--- config.mk ---
export PLATFORM = sky130hd
export DESIGN_NAME = spi_mitm_logic_flat
export DESIGN_NICKNAME = d
export VERILOG_FILES = /design/src/rtl/spi_mitm_logic_if.sv /design/src/rtl/spi_mitm_logic.sv /design/src/flat_wrapper.sv
export SDC_FILE = /design/constraint.sdc
export NUM_CORES = 1
export LEC_CHECK = 0
export CAP_MARGIN = 20
export CORE_UTILIZATION = 30
export CTS_CLUSTER_DIAMETER = 100
export DETAILED_ROUTE_END_ITERATION = 10
export REMOVE_ABC_BUFFERS = 1
export SLEW_MARGIN = 0
export SYNTH_ARGS = -nofsm -noshare
export SYNTH_HDL_FRONTEND = slang
export SYNTH_SLANG_ARGS = --single-unit
--- constraint.sdc ---
create_clock -name sys_clk -period 1.65 [get_ports sys_clk]
set_input_delay 0.33 -clock sys_clk [delete_from_list [all_inputs] [get_ports sys_clk]]
set_output_delay 0.33 -clock sys_clk [all_outputs]
set_load 0.02 [all_outputs]
--- src/rtl/spi_mitm_logic_if.sv ---
// Bus-side signal bundle between the SPI bus control stage and the MITM engine.
// With MITM_STATS_EN defined it also carries tamper_count and last_miso.
interface spi_mitm_logic_if #(
    parameter int BUF_SIZE         = 8,
    parameter int CHUNK_SIZE_WIDTH = $clog2(BUF_SIZE + 1)
);
    logic                        comm_active;
    logic                        bus_ready;
    logic [BUF_SIZE-1:0]         real_miso_data;
    logic [BUF_SIZE-1:0]         real_mosi_data;
    logic                        cmd_next_chunk;
    logic                        cmd_finish;
    logic [CHUNK_SIZE_WIDTH-1:0] next_chunk_size;
    logic                        fake_miso_select;
    logic                        fake_mosi_select;
    logic [BUF_SIZE-1:0]         fake_miso_data;
    logic [BUF_SIZE-1:0]         fake_mosi_data;
    logic [BUF_SIZE-1:0]         cmd_byte;
    logic                        match;
    logic                        busy;
`ifdef MITM_STATS_EN
    logic [15:0]                 tamper_count;
    logic [BUF_SIZE-1:0]         last_miso;
`else
`endif

    modport master (
        input  comm_active, bus_ready, real_miso_data, real_mosi_data,
        output cmd_next_chunk, cmd_finish, next_chunk_size, fake_miso_select,
               fake_mosi_select, fake_miso_data, fake_mosi_data, cmd_byte,
               match, busy
`ifdef MITM_STATS_EN
        , output tamper_count, last_miso
`else
`endif
    );

    modport slave (
        output comm_active, bus_ready, real_miso_data, real_mosi_data,
        input  cmd_next_chunk, cmd_finish, next_chunk_size, fake_miso_select,
               fake_mosi_select, fake_miso_data, fake_mosi_data, cmd_byte,
               match, busy
`ifdef MITM_STATS_EN
        , input tamper_count, last_miso
`else
`endif
    );
endinterface

--- src/rtl/spi_mitm_logic.sv ---
// MITM decision engine: walks each SPI transaction chunk by chunk and fakes MISO
// after a TARGET_CMD command byte. MITM_STATS_EN adds tamper_count/last_miso.
module spi_mitm_logic #(
    parameter int                  BUF_SIZE         = 8,
    parameter int                  CHUNK_SIZE_WIDTH = $clog2(BUF_SIZE + 1),
    parameter int                  MAX_CHUNKS       = 4,
    parameter logic [BUF_SIZE-1:0] TARGET_CMD       = 8'h9F,
    parameter logic [BUF_SIZE-1:0] FAKE_BASE        = 8'hA5
) (
    input logic              sys_clk,
    input logic              rst,
    spi_mitm_logic_if.master bus
);
    localparam int              IDX_W    = 4;
    localparam logic [IDX_W-1:0] LAST_IDX = IDX_W'(MAX_CHUNKS);

    typedef enum logic [2:0] {
        IDLE      = 3'd0,
        ISSUE     = 3'd1,
        WAIT_ACK  = 3'd2,
        WAIT_DONE = 3'd3,
        EVAL      = 3'd4,
        FINISH    = 3'd5,
        WAIT_END  = 3'd6
    } state_t;

    state_t                      state_q, state_d;
    logic [IDX_W-1:0]            chunk_idx_q, chunk_idx_d;
    logic [IDX_W-1:0]            idx_inc_s;
    logic                        cmd_next_q, cmd_next_d;
    logic                        cmd_finish_q, cmd_finish_d;
    logic                        sel_q, sel_d;
    logic [BUF_SIZE-1:0]         fake_q, fake_d;
    logic [BUF_SIZE-1:0]         cmd_byte_q, cmd_byte_d;
    logic                        match_q, match_d;
    logic                        busy_q;
    logic [CHUNK_SIZE_WIDTH-1:0] chunk_size_q;
    logic                        abort_s;
    logic                        cmd_hit_s;

    // Next-state and next-output logic; an abort overrides every other transition.
    always_comb begin
        state_d      = state_q;
        chunk_idx_d  = chunk_idx_q;
        sel_d        = sel_q;
        fake_d       = fake_q;
        cmd_byte_d   = cmd_byte_q;
        match_d      = match_q;
        cmd_next_d   = 1'b0;
        cmd_finish_d = 1'b0;
        idx_inc_s    = chunk_idx_q + 4'd1;
        cmd_hit_s    = (bus.real_mosi_data == TARGET_CMD);
        abort_s      = !bus.comm_active && (state_q != IDLE) && (state_q != WAIT_END);

        if (abort_s) begin
            state_d = IDLE;
            sel_d   = 1'b0;
            match_d = 1'b0;
        end else begin
            case (state_q)
                IDLE: begin
                    sel_d   = 1'b0;
                    match_d = 1'b0;
                    if (bus.comm_active && bus.bus_ready) begin
                        chunk_idx_d = 4'd0;
                        state_d     = ISSUE;
                    end else begin
                        state_d = IDLE;
                    end
                end
                ISSUE: begin
                    cmd_next_d = 1'b1;
                    state_d    = WAIT_ACK;
                end
                WAIT_ACK: begin
                    if (!bus.bus_ready) state_d = WAIT_DONE;
                    else                state_d = WAIT_ACK;
                end
                WAIT_DONE: begin
                    if (bus.bus_ready) state_d = EVAL;
                    else               state_d = WAIT_DONE;
                end
                EVAL: begin
                    if (chunk_idx_q == 4'd0) begin
                        cmd_byte_d = bus.real_mosi_data;
                        match_d    = cmd_hit_s;
                    end else begin
                        match_d = match_q;
                    end
                    chunk_idx_d = idx_inc_s;
                    if (idx_inc_s == LAST_IDX) begin
                        state_d = FINISH;
                    end else begin
                        state_d = ISSUE;
                        sel_d   = match_d;
                        fake_d  = FAKE_BASE + BUF_SIZE'(idx_inc_s);
                    end
                end
                FINISH: begin
                    sel_d        = 1'b0;
                    cmd_finish_d = 1'b1;
                    state_d      = WAIT_END;
                end
                WAIT_END: begin
                    if (!bus.comm_active) state_d = IDLE;
                    else                  state_d = WAIT_END;
                end
                default: begin
                    state_d = IDLE;
                    sel_d   = 1'b0;
                    match_d = 1'b0;
                end
            endcase
        end
    end

    // State and registered outputs.
    always_ff @(posedge sys_clk) begin
        if (rst) begin
            state_q      <= IDLE;
            chunk_idx_q  <= 4'd0;
            cmd_next_q   <= 1'b0;
            cmd_finish_q <= 1'b0;
            sel_q        <= 1'b0;
            fake_q       <= '0;
            cmd_byte_q   <= '0;
            match_q      <= 1'b0;
            busy_q       <= 1'b0;
            chunk_size_q <= CHUNK_SIZE_WIDTH'(BUF_SIZE);
        end else begin
            state_q      <= state_d;
            chunk_idx_q  <= chunk_idx_d;
            cmd_next_q   <= cmd_next_d;
            cmd_finish_q <= cmd_finish_d;
            sel_q        <= sel_d;
            fake_q       <= fake_d;
            cmd_byte_q   <= cmd_byte_d;
            match_q      <= match_d;
            busy_q       <= (state_d != IDLE);
            chunk_size_q <= CHUNK_SIZE_WIDTH'(BUF_SIZE);
        end
    end

    assign bus.cmd_next_chunk   = cmd_next_q;
    assign bus.cmd_finish       = cmd_finish_q;
    assign bus.next_chunk_size  = chunk_size_q;
    assign bus.fake_miso_select = sel_q;
    assign bus.fake_miso_data   = fake_q;
    assign bus.fake_mosi_select = 1'b0;
    assign bus.fake_mosi_data   = '0;
    assign bus.cmd_byte         = cmd_byte_q;
    assign bus.match            = match_q;
    assign bus.busy             = busy_q;

`ifdef MITM_STATS_EN
    logic [15:0]         tamper_count_q;
    logic [BUF_SIZE-1:0] last_miso_q;

    // Count tampered transactions that reach FINISH; latch MISO on every EVAL.
    always_ff @(posedge sys_clk) begin
        if (rst) begin
            tamper_count_q <= 16'd0;
            last_miso_q    <= '0;
        end else begin
            if ((state_q == EVAL) && (state_d == FINISH) && match_d &&
                (tamper_count_q != 16'hFFFF)) begin
                tamper_count_q <= tamper_count_q + 16'd1;
            end
            if ((state_q == EVAL) && !abort_s) begin
                last_miso_q <= bus.real_miso_data;
            end
        end
    end

    assign bus.tamper_count = tamper_count_q;
    assign bus.last_miso    = last_miso_q;
`else
    logic unused_miso_s;
    assign unused_miso_s = ^bus.real_miso_data;
`endif
endmodule

--- src/flat_wrapper.sv ---
// flat-port wrapper written by rule: the top's interface ports become plain ports
module spi_mitm_logic_flat 
#(
    parameter int                  BUF_SIZE         = 8,
    parameter int                  CHUNK_SIZE_WIDTH = $clog2(BUF_SIZE + 1),
    parameter int                  MAX_CHUNKS       = 4,
    parameter logic [BUF_SIZE-1:0] TARGET_CMD       = 8'h9F,
    parameter logic [BUF_SIZE-1:0] FAKE_BASE        = 8'hA5
)
  (sys_clk, rst, bus_comm_active, bus_bus_ready, bus_real_miso_data, bus_real_mosi_data, bus_cmd_next_chunk, bus_cmd_finish, bus_next_chunk_size, bus_fake_miso_select, bus_fake_mosi_select, bus_fake_miso_data, bus_fake_mosi_data, bus_cmd_byte, bus_match, bus_busy);
  spi_mitm_logic_if #(.BUF_SIZE(BUF_SIZE), .CHUNK_SIZE_WIDTH(CHUNK_SIZE_WIDTH)) bus_i ();
  input logic sys_clk;
  input logic rst;
  input wire logic [$bits(bus_i.comm_active)-1:0] bus_comm_active;
  input wire logic [$bits(bus_i.bus_ready)-1:0] bus_bus_ready;
  input wire logic [$bits(bus_i.real_miso_data)-1:0] bus_real_miso_data;
  input wire logic [$bits(bus_i.real_mosi_data)-1:0] bus_real_mosi_data;
  output wire logic [$bits(bus_i.cmd_next_chunk)-1:0] bus_cmd_next_chunk;
  output wire logic [$bits(bus_i.cmd_finish)-1:0] bus_cmd_finish;
  output wire logic [$bits(bus_i.next_chunk_size)-1:0] bus_next_chunk_size;
  output wire logic [$bits(bus_i.fake_miso_select)-1:0] bus_fake_miso_select;
  output wire logic [$bits(bus_i.fake_mosi_select)-1:0] bus_fake_mosi_select;
  output wire logic [$bits(bus_i.fake_miso_data)-1:0] bus_fake_miso_data;
  output wire logic [$bits(bus_i.fake_mosi_data)-1:0] bus_fake_mosi_data;
  output wire logic [$bits(bus_i.cmd_byte)-1:0] bus_cmd_byte;
  output wire logic [$bits(bus_i.match)-1:0] bus_match;
  output wire logic [$bits(bus_i.busy)-1:0] bus_busy;
  assign bus_i.comm_active = bus_comm_active;
  assign bus_i.bus_ready = bus_bus_ready;
  assign bus_i.real_miso_data = bus_real_miso_data;
  assign bus_i.real_mosi_data = bus_real_mosi_data;
  assign bus_cmd_next_chunk = bus_i.cmd_next_chunk;
  assign bus_cmd_finish = bus_i.cmd_finish;
  assign bus_next_chunk_size = bus_i.next_chunk_size;
  assign bus_fake_miso_select = bus_i.fake_miso_select;
  assign bus_fake_mosi_select = bus_i.fake_mosi_select;
  assign bus_fake_miso_data = bus_i.fake_miso_data;
  assign bus_fake_mosi_data = bus_i.fake_mosi_data;
  assign bus_cmd_byte = bus_i.cmd_byte;
  assign bus_match = bus_i.match;
  assign bus_busy = bus_i.busy;
  spi_mitm_logic #(.BUF_SIZE(BUF_SIZE), .CHUNK_SIZE_WIDTH(CHUNK_SIZE_WIDTH), .MAX_CHUNKS(MAX_CHUNKS), .TARGET_CMD(TARGET_CMD), .FAKE_BASE(FAKE_BASE)) u_core (.sys_clk(sys_clk), .rst(rst), .bus(bus_i));
endmodule
# After elaboration in Yosys (flattened, before gate mapping)
# Cells that the tools add are included.
# word_totals
reg_bits	28
latchBits	0
mem_bits_rw	0
romBits	0
input_bits	20
memories	0
# op_classes
n_addsub	2
multipliers	0
n_div	0
magnitude_cmp	0
n_eq_ne	11
shifts	0
n_mux	15
bitwise_logic	3
reduce_logical	16
# ops
operator	n
$pmux 3 s7	1
$mux 3	4
$eq 3x3->1 const B	3
$reduce_and 3->1	3
$add 8x4->8 const A	1
$eq 8x8->1 const B	1
$pmux 4 s2	1
$eq 3x2->1 const B	2
$mux 1	6
$reduce_bool 3->1	2
$reduce_or 5->1	1
$add 4x1->4 const B	1
$eq 4x3->1 const B	1
$logic_not 4->1	1
$mux 4	1
$pmux 1 s2	2
$reduce_or 4->1	1
$eq 3x1->1 const B	1
$logic_and 1x1->1	3
$logic_not 3->1	1
$ne 3x3->1 const B	1
$not 1->1	3
$ne 2x1->1 const B	1
$ne 2x2->1 const B	1
4 further kinds	4

# Logic depth before layout (Yosys ltp)
# Gate-level depths: netlist (run 1).
# depth
depth_word	6
depth_mapped	7

# Worst setup path before layout (run 1)
# No wires, ideal clock.
# synth_timing
path_type	register -> register
from	register u_core.chunk_idx_q[0]
to	register u_core.sel_q (netlist: u_core.bus.fake_miso_select)
setup_ps	78
t_arrival_ps	1609
required_time_ps	1572
path_slack_ps	-37
stages_incl_launch_ff	6
cell_sequence	dfxtp_1 ha_1 xor2_2 nand4_1 or4_1 a32oi_1
# synth_via
elab_chain_cells	4
elab_cells_between_ends	8
cone_classes	add/sub (1); eq/ne (2); mux (3); reduce/logical (2)
# synth_rtl
element	line	text
from (decl)	spi_mitm_logic.sv:28	logic [IDX_W-1:0] chunk_idx_q, chunk_idx_d;
from (signal assigned)	spi_mitm_logic.sv:132	chunk_idx_q <= chunk_idx_d;
$add 4x1->4 or $logic_not 4->1 (tied branches)	spi_mitm_logic.sv:51, spi_mitm_logic.sv:84	
$eq 4x3->1 or $mux 1 (tied branches)	spi_mitm_logic.sv:91, spi_mitm_logic.sv:84	
$ne 2x2->1 (no source line) or $mux 1 (tied branches)	--	
$reduce_and 2->1 (no source line) or $pmux 1 s2 (tied branches)	--	
to (signal assigned)	spi_mitm_logic.sv:135	sel_q <= sel_d;
to (decl)	spi_mitm_logic.sv:32	logic sel_q, sel_d;
# Several ways; a longest one is shown, not always the timed one. The select of a mux whose other input is x is not followed.
# A chain may end at the register's enable or synchronous reset.

# Worst setup path after layout (run 1)
# Same ends and word-level chain as after synthesis.

==> results of run 1 <==
==> stage by stage <==
stage	worst slack (ns)	hold WS [ns]	std cells	power [W]	setup TNS [ns]
after floorplan	-0.267	0.399	152	0.000703	-2.09
after global placement	-0.177	0.444	256	0.000767	-1.34
after detailed placement	-0.222	0.448	256	0.000767	-1.46
after CTS	0.00269	0.461	260	0.00131	0
after global routing	-0.0577	0.483	260	0.00134	-0.0604
final	0.0438	0.458	260	0.00129	0
==> power by group <==
group          leakage (nW)  internal, W  switching (W)
clock network        0.0357     0.000325       0.000213
logic                 0.467    0.0000500      0.0000688
registers             0.211     0.000629     0.00000411
total                 0.714      0.00100       0.000286
==> sequential cells by signal (all words and copies together) (netlist names) <==
name / flops
u_core.bus.fake_miso_select: 1
u_core.chunk_idx_q: 4
u_core.bus.cmd_byte: 8
u_core.bus.match: 1
u_core.state_q: 3
u_core.bus.fake_miso_data: 6
u_core.bus.cmd_finish: 1
u_core.bus.cmd_next_chunk: 1
u_core.bus.busy: 1
==> final timing paths <==
check	cells after the start	endpoint	slack, ns	start
setup reg to reg	7	u_core.bus.fake_miso_select	0.04	u_core.chunk_idx_q[0]
setup / recovery	7	u_core.bus.fake_miso_select	0.04	u_core.chunk_idx_q[0]
hold reg to reg	2	u_core.bus.cmd_byte[5]	0.46	u_core.bus.cmd_byte[5]
hold / removal	2	u_core.bus.cmd_byte[5]	0.46	u_core.bus.cmd_byte[5]
==> cell families (layout without fill, tap and decap cells) <==
| kind of cell | count (synthesis) | in the layout | share of synthesized area [%] |
|---|---|---|---|
| DFF | 26 | 26 | 37.8 |
| buffers and inverters | 27 | 61 | 11.5 |
| muxes | 2 | 2 | 1.45 |
| AOI/OAI and AO/OA | 36 | 36 | 16.7 |
| xor gates and xnor gates | 3 | 3 | 3.45 |
| adders and majority gates | 5 | 5 | 4.54 |
| and+or+nand+nor | 61 | 61 | 24.0 |
| other | 2 | 14 | 0.545 |
==> layout make-up <==
cell class                      count  area (µm²)  area share, %
Inverter                            5        18.8          0.981
Timing Repair Buffer               52         472           24.7
Clock inverter                      1        30.0           1.57
Sequential cell                    26         526           27.5
Tap cell                           52        65.1           3.40
Multi-Input combinational cell    121         761           39.8
Clock buffer                        3        41.3           2.16
==> routing by layer <==
metal  share of wire [%]  wire length (µm)
met1                  50              1550
met2                  45              1400
met3                 4.2               130
met4                 1.0                31
met5                   0                 0
==> cells in the final DEF, fill, tap and decap left out, types with 2 or more instances in the layout <==
| cell | n |
|---|---|
| sky130_fd_sc_hd__a211oi_1 | 3 |
| sky130_fd_sc_hd__a21oi_1 | 14 |
| sky130_fd_sc_hd__a22oi_1 | 2 |
| sky130_fd_sc_hd__and4b_1 | 2 |
| sky130_fd_sc_hd__buf_4 | 20 |
| sky130_fd_sc_hd__clkbuf_8 | 3 |
| sky130_fd_sc_hd__clkdlybuf4s50_1 | 31 |
| sky130_fd_sc_hd__conb_1 | 14 |
| sky130_fd_sc_hd__dfxtp_1 | 24 |
| sky130_fd_sc_hd__ha_1 | 2 |
| sky130_fd_sc_hd__ha_2 | 2 |
| sky130_fd_sc_hd__inv_1 | 5 |
| sky130_fd_sc_hd__mux2i_1 | 2 |
| sky130_fd_sc_hd__nand2_1 | 14 |
| sky130_fd_sc_hd__nand2b_1 | 2 |
| sky130_fd_sc_hd__nand3_1 | 9 |
| sky130_fd_sc_hd__nand3b_1 | 4 |
| sky130_fd_sc_hd__nor2_1 | 14 |
| sky130_fd_sc_hd__nor3_1 | 4 |
| sky130_fd_sc_hd__nor3b_1 | 2 |
| sky130_fd_sc_hd__o21ai_0 | 9 |
| sky130_fd_sc_hd__or2_2 | 2 |
==> timing repair <==
item	4_1_cts	5_1_grt
resized for setup	4	3
setup endpoints to repair	3	3
pin swaps	2	1
==> worst max-delay path, cell delays in order, from the launching register on <==
cell                      delay (ns)
sky130_fd_sc_hd__dfxtp_2        0.34
sky130_fd_sc_hd__inv_1          0.11
sky130_fd_sc_hd__ha_4           0.14
sky130_fd_sc_hd__nor3b_1        0.21
sky130_fd_sc_hd__buf_4          0.17
sky130_fd_sc_hd__nand3_1        0.09
sky130_fd_sc_hd__a211o_1        0.28
sky130_fd_sc_hd__a32oi_1        0.20
==> results, run 1 <==
- In the routed layout, each cell is associated on average with a via count of 4.74.
- TritonCTS built the clock tree.
- The number of synthesized flops with an enable pin is 0.
- The number of buffers added on ports is 31.
- The area share of the largest cell type after synthesis is 37.8%.
- The CTS H-tree depth is 1.
- Data on the critical path arrives at its endpoint at 1.81 ns.
- The congestion estimate from routability-driven global placement came to 0.828.
- The analysis attributes to cell leakage a power of 0.714 nW.
- The count of fill cells added during filler insertion is 453.
- CTS saw 26 sinks.
- Global routing used 13.2% of the available tracks.
- Summed over all nets, the half-perimeter wirelength after detailed placement is 2300 µm.
- The diode insertion count for antenna repair is 0.
- The number of max-slew violations in the final report was 0.
- The clock tree root buffer cell is sky130_fd_sc_hd__clkbuf_8.
- The via count of the first global-routing pass is 1134.
- The die extent in y is 69.8 µm.
- After routing the design area is 1910 µm².
- The synthesis-stage register bit count is 26.
- Cells fill 43.6% of the core in the end.
- The detailed router's first-iteration violation count is 29.
- After global routing, the most crowded layer is met2.
- The fraction of the yosys area taken by sequential cells is 37.8%.
- For the finished layout, the period the worst path requires is 1.61 ns.
- The tool flagged a number of max-cap violations equal to 0.
- The number of antenna violations at the first check in global routing is 0.
- The final hold violation count is 0.
- The path type of the worst min-delay path is reg -> reg.
- The synthesis warning total is 0.
- The source-to-sink clock delay at the later pin of the worst-skew pair is 0.28 ns.
- The mean instance size in the synthesized netlist is 8.50 µm².
- The global-route track usage on met1 is 17.7%.
- The first detailed-routing pass took 4 iterations.
- The instance count of the mapped netlist is 162.
- After clock tree synthesis, the flow added hold-fix buffers numbering 0.
- The count of antenna-violating nets left after detailed routing is 0.
- The run finished with clean final reports.
- Counting flops with an async set or reset pin after synthesis yields a share of 0%.
- Measured along the x axis, the die boundary spans 69.8 µm.
- The sum of overflow across all layers after global routing is 0.
- The final-report setup violation count is 0.
- The number of different library cells in the post-synthesis netlist is 40.
- The maximum number of pins on one net before global-route repair is 20.
- STA classifies the critical path startpoint as a flop.
- The setup path with the least slack is of type reg -> reg.
- The floorplan step defined a core boundary enclosing 4380 µm².
- After the last flow step, the layout net total stands at 234.
- Data on the critical path is required at its endpoint by 1.86 ns.
- The met3 demand-to-capacity share in global routing is 2.62%.
- The initial standard-cell utilization of the core is 31.4%.
- The share of the clock period used by the worst path after layout is 97.3%.
- The peak supply drop is 0.345 mV.
- The placement row count is 24.
- The wire length of the first global-routing pass is 5170 µm.
- The area growth from synthesis to layout is 38.9%.
- The count of unresolved DRC violations after routing is 0.
- In this run the worst path has a maximum fanout of 5.
- The count of pins on the block boundary is 54.
- The routed wirelength normalized by instance count is 12.0 µm.
- The worst clock skew is 0.0113 ns.
- Setup repair after global routing could not meet its margin everywhere.
- By area the synthesized netlist is led by sky130_fd_sc_hd__dfxtp_1, sky130_fd_sc_hd__buf_4, sky130_fd_sc_hd__a21oi_1.
- Buffers inserted during clock tree synthesis total 3.
- The power density over the cells is 674 nW/µm².
- After detailed routing, the total wire length is 3110 µm.
- The placed instances occupy a cell area of 1820 µm².
- The dominant cell type by area after synthesis is sky130_fd_sc_hd__dfxtp_1.
- After synthesis, the most frequently instantiated cells are sky130_fd_sc_hd__dfxtp_1, sky130_fd_sc_hd__buf_4, sky130_fd_sc_hd__a21oi_1, sky130_fd_sc_hd__nand2_1, sky130_fd_sc_hd__nor2_1.
- The most used flip-flop cell after synthesis is sky130_fd_sc_hd__dfxtp_1.
- Clock-pin slew was measured on the worst setup and hold paths at 0.10 ns.
- The die covers 4870 µm².
- The post-CTS setup repair buffer count is 0.
- The longest clock path from root to sink contains 2 buffers.
- sky130_fd_sc_hd__dfxtp_1 is the most common cell in the netlist.
- The final route contains 1232 vias.
- The global routing met2 resource utilization is 20.8%.
- For this run, the top clock speed supported by timing is 623 MHz.
- The fraction of final layout cells with drive strength greater than 1 is 17.8%.
- STA classifies the critical path endpoint as a flop.
- The cell area that synthesis handed to floorplanning was 1380 µm².
No activity file was read; power rests on OpenSTA's default activity.
==> run 2, diff against run 1 <==
--- a/config.mk
+++ b/config.mk
@@ -5,7 +5,7 @@
 export SDC_FILE = /design/constraint.sdc
 export NUM_CORES = 1
 export LEC_CHECK = 0
-export CAP_MARGIN = 20
+export CAP_MARGIN = 25
 export CORE_UTILIZATION = 30
 export CTS_CLUSTER_DIAMETER = 100
 export DETAILED_ROUTE_END_ITERATION = 10
==> results of run 2 <==
The final DEF is identical to that of run 1; final timing and power are the same.
==> run 3, diff against run 2 <==
--- a/config.mk
+++ b/config.mk
@@ -6,10 +6,12 @@
 export NUM_CORES = 1
 export LEC_CHECK = 0
 export CAP_MARGIN = 25
-export CORE_UTILIZATION = 30
+export CORE_UTILIZATION = 39
 export CTS_CLUSTER_DIAMETER = 100
 export DETAILED_ROUTE_END_ITERATION = 10
+export PLACE_DENSITY = 0.76
 export REMOVE_ABC_BUFFERS = 1
+export SKIP_LAST_GASP = 1
 export SLEW_MARGIN = 0
 export SYNTH_ARGS = -nofsm -noshare
 export SYNTH_HDL_FRONTEND = slang
==> results, run 3 (synthesized netlist as in run 1, its figures left out) <==
- The highest net fanout along the worst path is 5.
- The sum of overflow across all layers after global routing is 0.
- Cells with a size suffix above 1 make up 18.6% of the layout.
- The die covers 3770 µm².
- The initial utilization of the core area, before any placement, comes to 41.0%.
- Counting cells, the worst reg-to-reg path comes to 5.
- The floorplan step set the die width to 61.4 µm.
- The worst clock skew is 0.00554 ns.
- The post-layout net count is 236.
- Counting the buffers created by CTS gives 3.
- Cell internal power was estimated by the tool at 0.000926 W.
- The post-route total power is 0.00120 W.
- The register with the most flip-flops in the layout has 8 of them.
- The routed wirelength normalized by instance count is 12.0 µm.
- The path type of the worst min-delay path is reg -> reg.
- The all-layer global routing usage is 16.9%.
- The wire length of the first global-routing pass is 4730 µm.
- For this design the static power due to leakage is 0.985 nW.
- Setup violations remaining at the end of the flow were counted as 0.
- Entering global routing, the biggest net connects 16 pins.
- The tree is rooted in a sky130_fd_sc_hd__clkbuf_4.
- Across the VDD grid, the largest voltage drop is 0.279 mV.
- The die extent in y is 61.4 µm.
- The launch instance of the worst min-delay path is u_core.bus.cmd_byte[2].
- Power spread over the standard cell area amounts to 618 nW/µm².
- STA classifies the critical path endpoint as a flop.
- The switching power total is 0.000270 W.
- The detailed router placed 1255 vias in this run.
- The area growth from synthesis to layout is 40.6%.
- The placement row count is 21.
- Clock-pin slew was measured on the worst setup and hold paths at 0.15 ns.
- Setup repair after global routing could not meet its margin everywhere.
- The data arrival at the endpoint of the critical path is 1.89 ns.
- The clock tree buffer depth is 2.
- The source-to-sink clock delay at the later pin of the worst-skew pair is 0.32 ns.
- Once detail routing completed, the nets flagged for antenna violations numbered 0.
- The hold path depth is 2.
- The diode insertion count for antenna repair is 0.
- The total area inside the core boundary comes to 3360 µm².
- The worst reg2reg path endpoint is u_core.bus.fake_miso_select.
- The via count of the first global-routing pass is 1112.
- The launch instance of the worst register-to-register path is u_core.chunk_idx_q[1].
- Net switching is 22.6% of the power.
- The detailed router's first-iteration violation count is 43.
- After detailed routing, the number of remaining DRC violations is 0.
- The run finished with clean final reports.
- The relative contribution of combinational cells to total power is 10.0%.
- The portion of total power attributed to sequential cells is 53.0%.
- The max-capacitance violation count is 0.
- Of the available clock period, the critical path in the final layout requires 98.3%.
- The top cell types in the final layout, fill and taps aside, are sky130_fd_sc_hd__dfxtp_1, sky130_fd_sc_hd__buf_4, sky130_fd_sc_hd__clkdlybuf4s50_1.
- Routability-driven placement finished with a final weighted congestion of 0.882.
- CTS saw 26 sinks.
- The clock tree from TritonCTS is done.
- The worst hold path terminates at u_core.bus.cmd_byte[2].
- The final layout contains routed wiring with a total length of 3070 µm.
- Detailed placement finished with a half-perimeter wire length of 2230 µm.
- The library cell used most frequently in the layout, excluding fill and tap cells, is sky130_fd_sc_hd__dfxtp_1.
- The critical path data required time is 1.91 ns.
- Across all register-to-register paths, the minimum setup slack is 0.03 ns.
- The via density per instance is 4.90.
- The number of max-slew violations in the final report is 0.
- The startpoint type of the worst setup path is a flop.
- The count of pins on the block boundary is 54.
- The CTS H-tree depth is 1.
- The final hold violation count is 0.
- The clock network accounts for 37.0% of the total power.
- The setup path with the least slack is of type reg -> reg.
- The number of antenna violations at the first check in global routing was 0.
- The first-pass iteration count of the detailed router is 4.
- For this run, the top clock speed supported by timing is 616 MHz.
- The smallest clock period supported by the final layout is computed as 1.62 ns.
- The utilization of the core after routing is 57.6%.
- In this run the tool buffered the top-level ports with 31 buffer cells.
-- run 3: cell count changes in the layout (fill, tap and decap cells not counted) --
| cell | delta |
|---|---|
| sky130_fd_sc_hd__clkdlybuf4s50_1 | -16 |
| sky130_fd_sc_hd__ha_1 | +1 |
| sky130_fd_sc_hd__dlygate4sd2_1 | +2 |
| sky130_fd_sc_hd__buf_4 | +2 |
| sky130_fd_sc_hd__or2_4 | +1 |
| sky130_fd_sc_hd__nand2_2 | +1 |
| sky130_fd_sc_hd__nand2_1 | -1 |
| sky130_fd_sc_hd__clkbuf_8 | -3 |
| sky130_fd_sc_hd__dlymetal6s2s_1 | +14 |
| sky130_fd_sc_hd__ha_2 | -1 |
| sky130_fd_sc_hd__or2_2 | -1 |
| sky130_fd_sc_hd__clkbuf_4 | +3 |
-- run 3: routing by layer --
| layer | vias up | wire (µm) | global-route usage (%) |
|---|---|---|---|
| li1 | 644 | - | - |
| met1 | 578 | 1360 | 19.9 |
| met2 | 31 | 1560 | 31.5 |
| met3 | 2 | 123 | 1.89 |
| met4 | 0 | 26 | 5.71 |
| met5 | - | 0 | 0 |
-- run 3: how the worst max path moves through the flow --
stage	start	to	slack (ns)	cells after the start
floorplan	u_core.chunk_idx_q[0]	u_core.bus.fake_miso_select	-0.27	6
global placement	bus_comm_active	u_core.bus.fake_miso_data[0]	-0.13	6
detailed placement	bus_real_mosi_data[3]	u_core.bus.fake_miso_select	-0.20	5
CTS	u_core.bus.fake_miso_data[5]	bus_fake_miso_data[5]	0.007	1
global route	u_core.chunk_idx_q[1]	u_core.bus.fake_miso_select	-0.03	5
finish	u_core.chunk_idx_q[1]	u_core.bus.fake_miso_select	0.03	5
-- run 3: worst max-delay path, stage by stage, from the launching register on --
cell and delay [ns]:
sky130_fd_sc_hd__dfxtp_4 0.41, sky130_fd_sc_hd__ha_2 0.21, sky130_fd_sc_hd__xor2_2 0.16, sky130_fd_sc_hd__nand4_1 0.17, sky130_fd_sc_hd__or4_1 0.43, sky130_fd_sc_hd__a32oi_1 0.19
-- run 3: final cells by class --
type / instances / area, µm²
Clock buffer: 3 / 22.5
Clock inverter: 1 / 30.0
Fill cell: 320 / 1430
Inverter: 5 / 18.8
Multi-Input combinational cell: 121 / 763
Sequential cell: 26 / 526
Tap cell: 46 / 57.6
Timing Repair Buffer: 54 / 519
-- run 3: per-stage QoR --
stage,TNS (ns),cells,setup slack [ns],hold WS [ns],area (µm²)
after floorplan,-2.09,152,-0.267,0.399,1280
after CTS,0,255,0.00711,0.465,1880
final,0,256,0.0273,0.465,1940
after detailed placement,-1.63,250,-0.203,0.446,1810
after global placement,-1.35,250,-0.132,0.444,1810
after global routing,-0.0504,256,-0.0314,0.483,1940
-- run 3: power groups by stage --
stage / logic [W] / clock network [W] / registers (W)
2_1_floorplan: 0.0000503 / 0 / 0.000653
3_3_place_gp: 0.000116 / 0 / 0.000649
3_5_place_dp: 0.000118 / 0 / 0.000650
4_1_cts: 0.000118 / 0.000451 / 0.000634
5_1_grt: 0.000131 / 0.000473 / 0.000636
6_report: 0.000119 / 0.000443 / 0.000634
-- run 3: what timing repair did --
action | CTS | global route
setup buffers | 1 | 1
endpoints found under the hold margin | 0 | 0
pin swaps | 0 | 4
gates resized for setup | 6 | 19
hold buffers | 0 | 0
endpoints found under the setup margin | 11 | 27
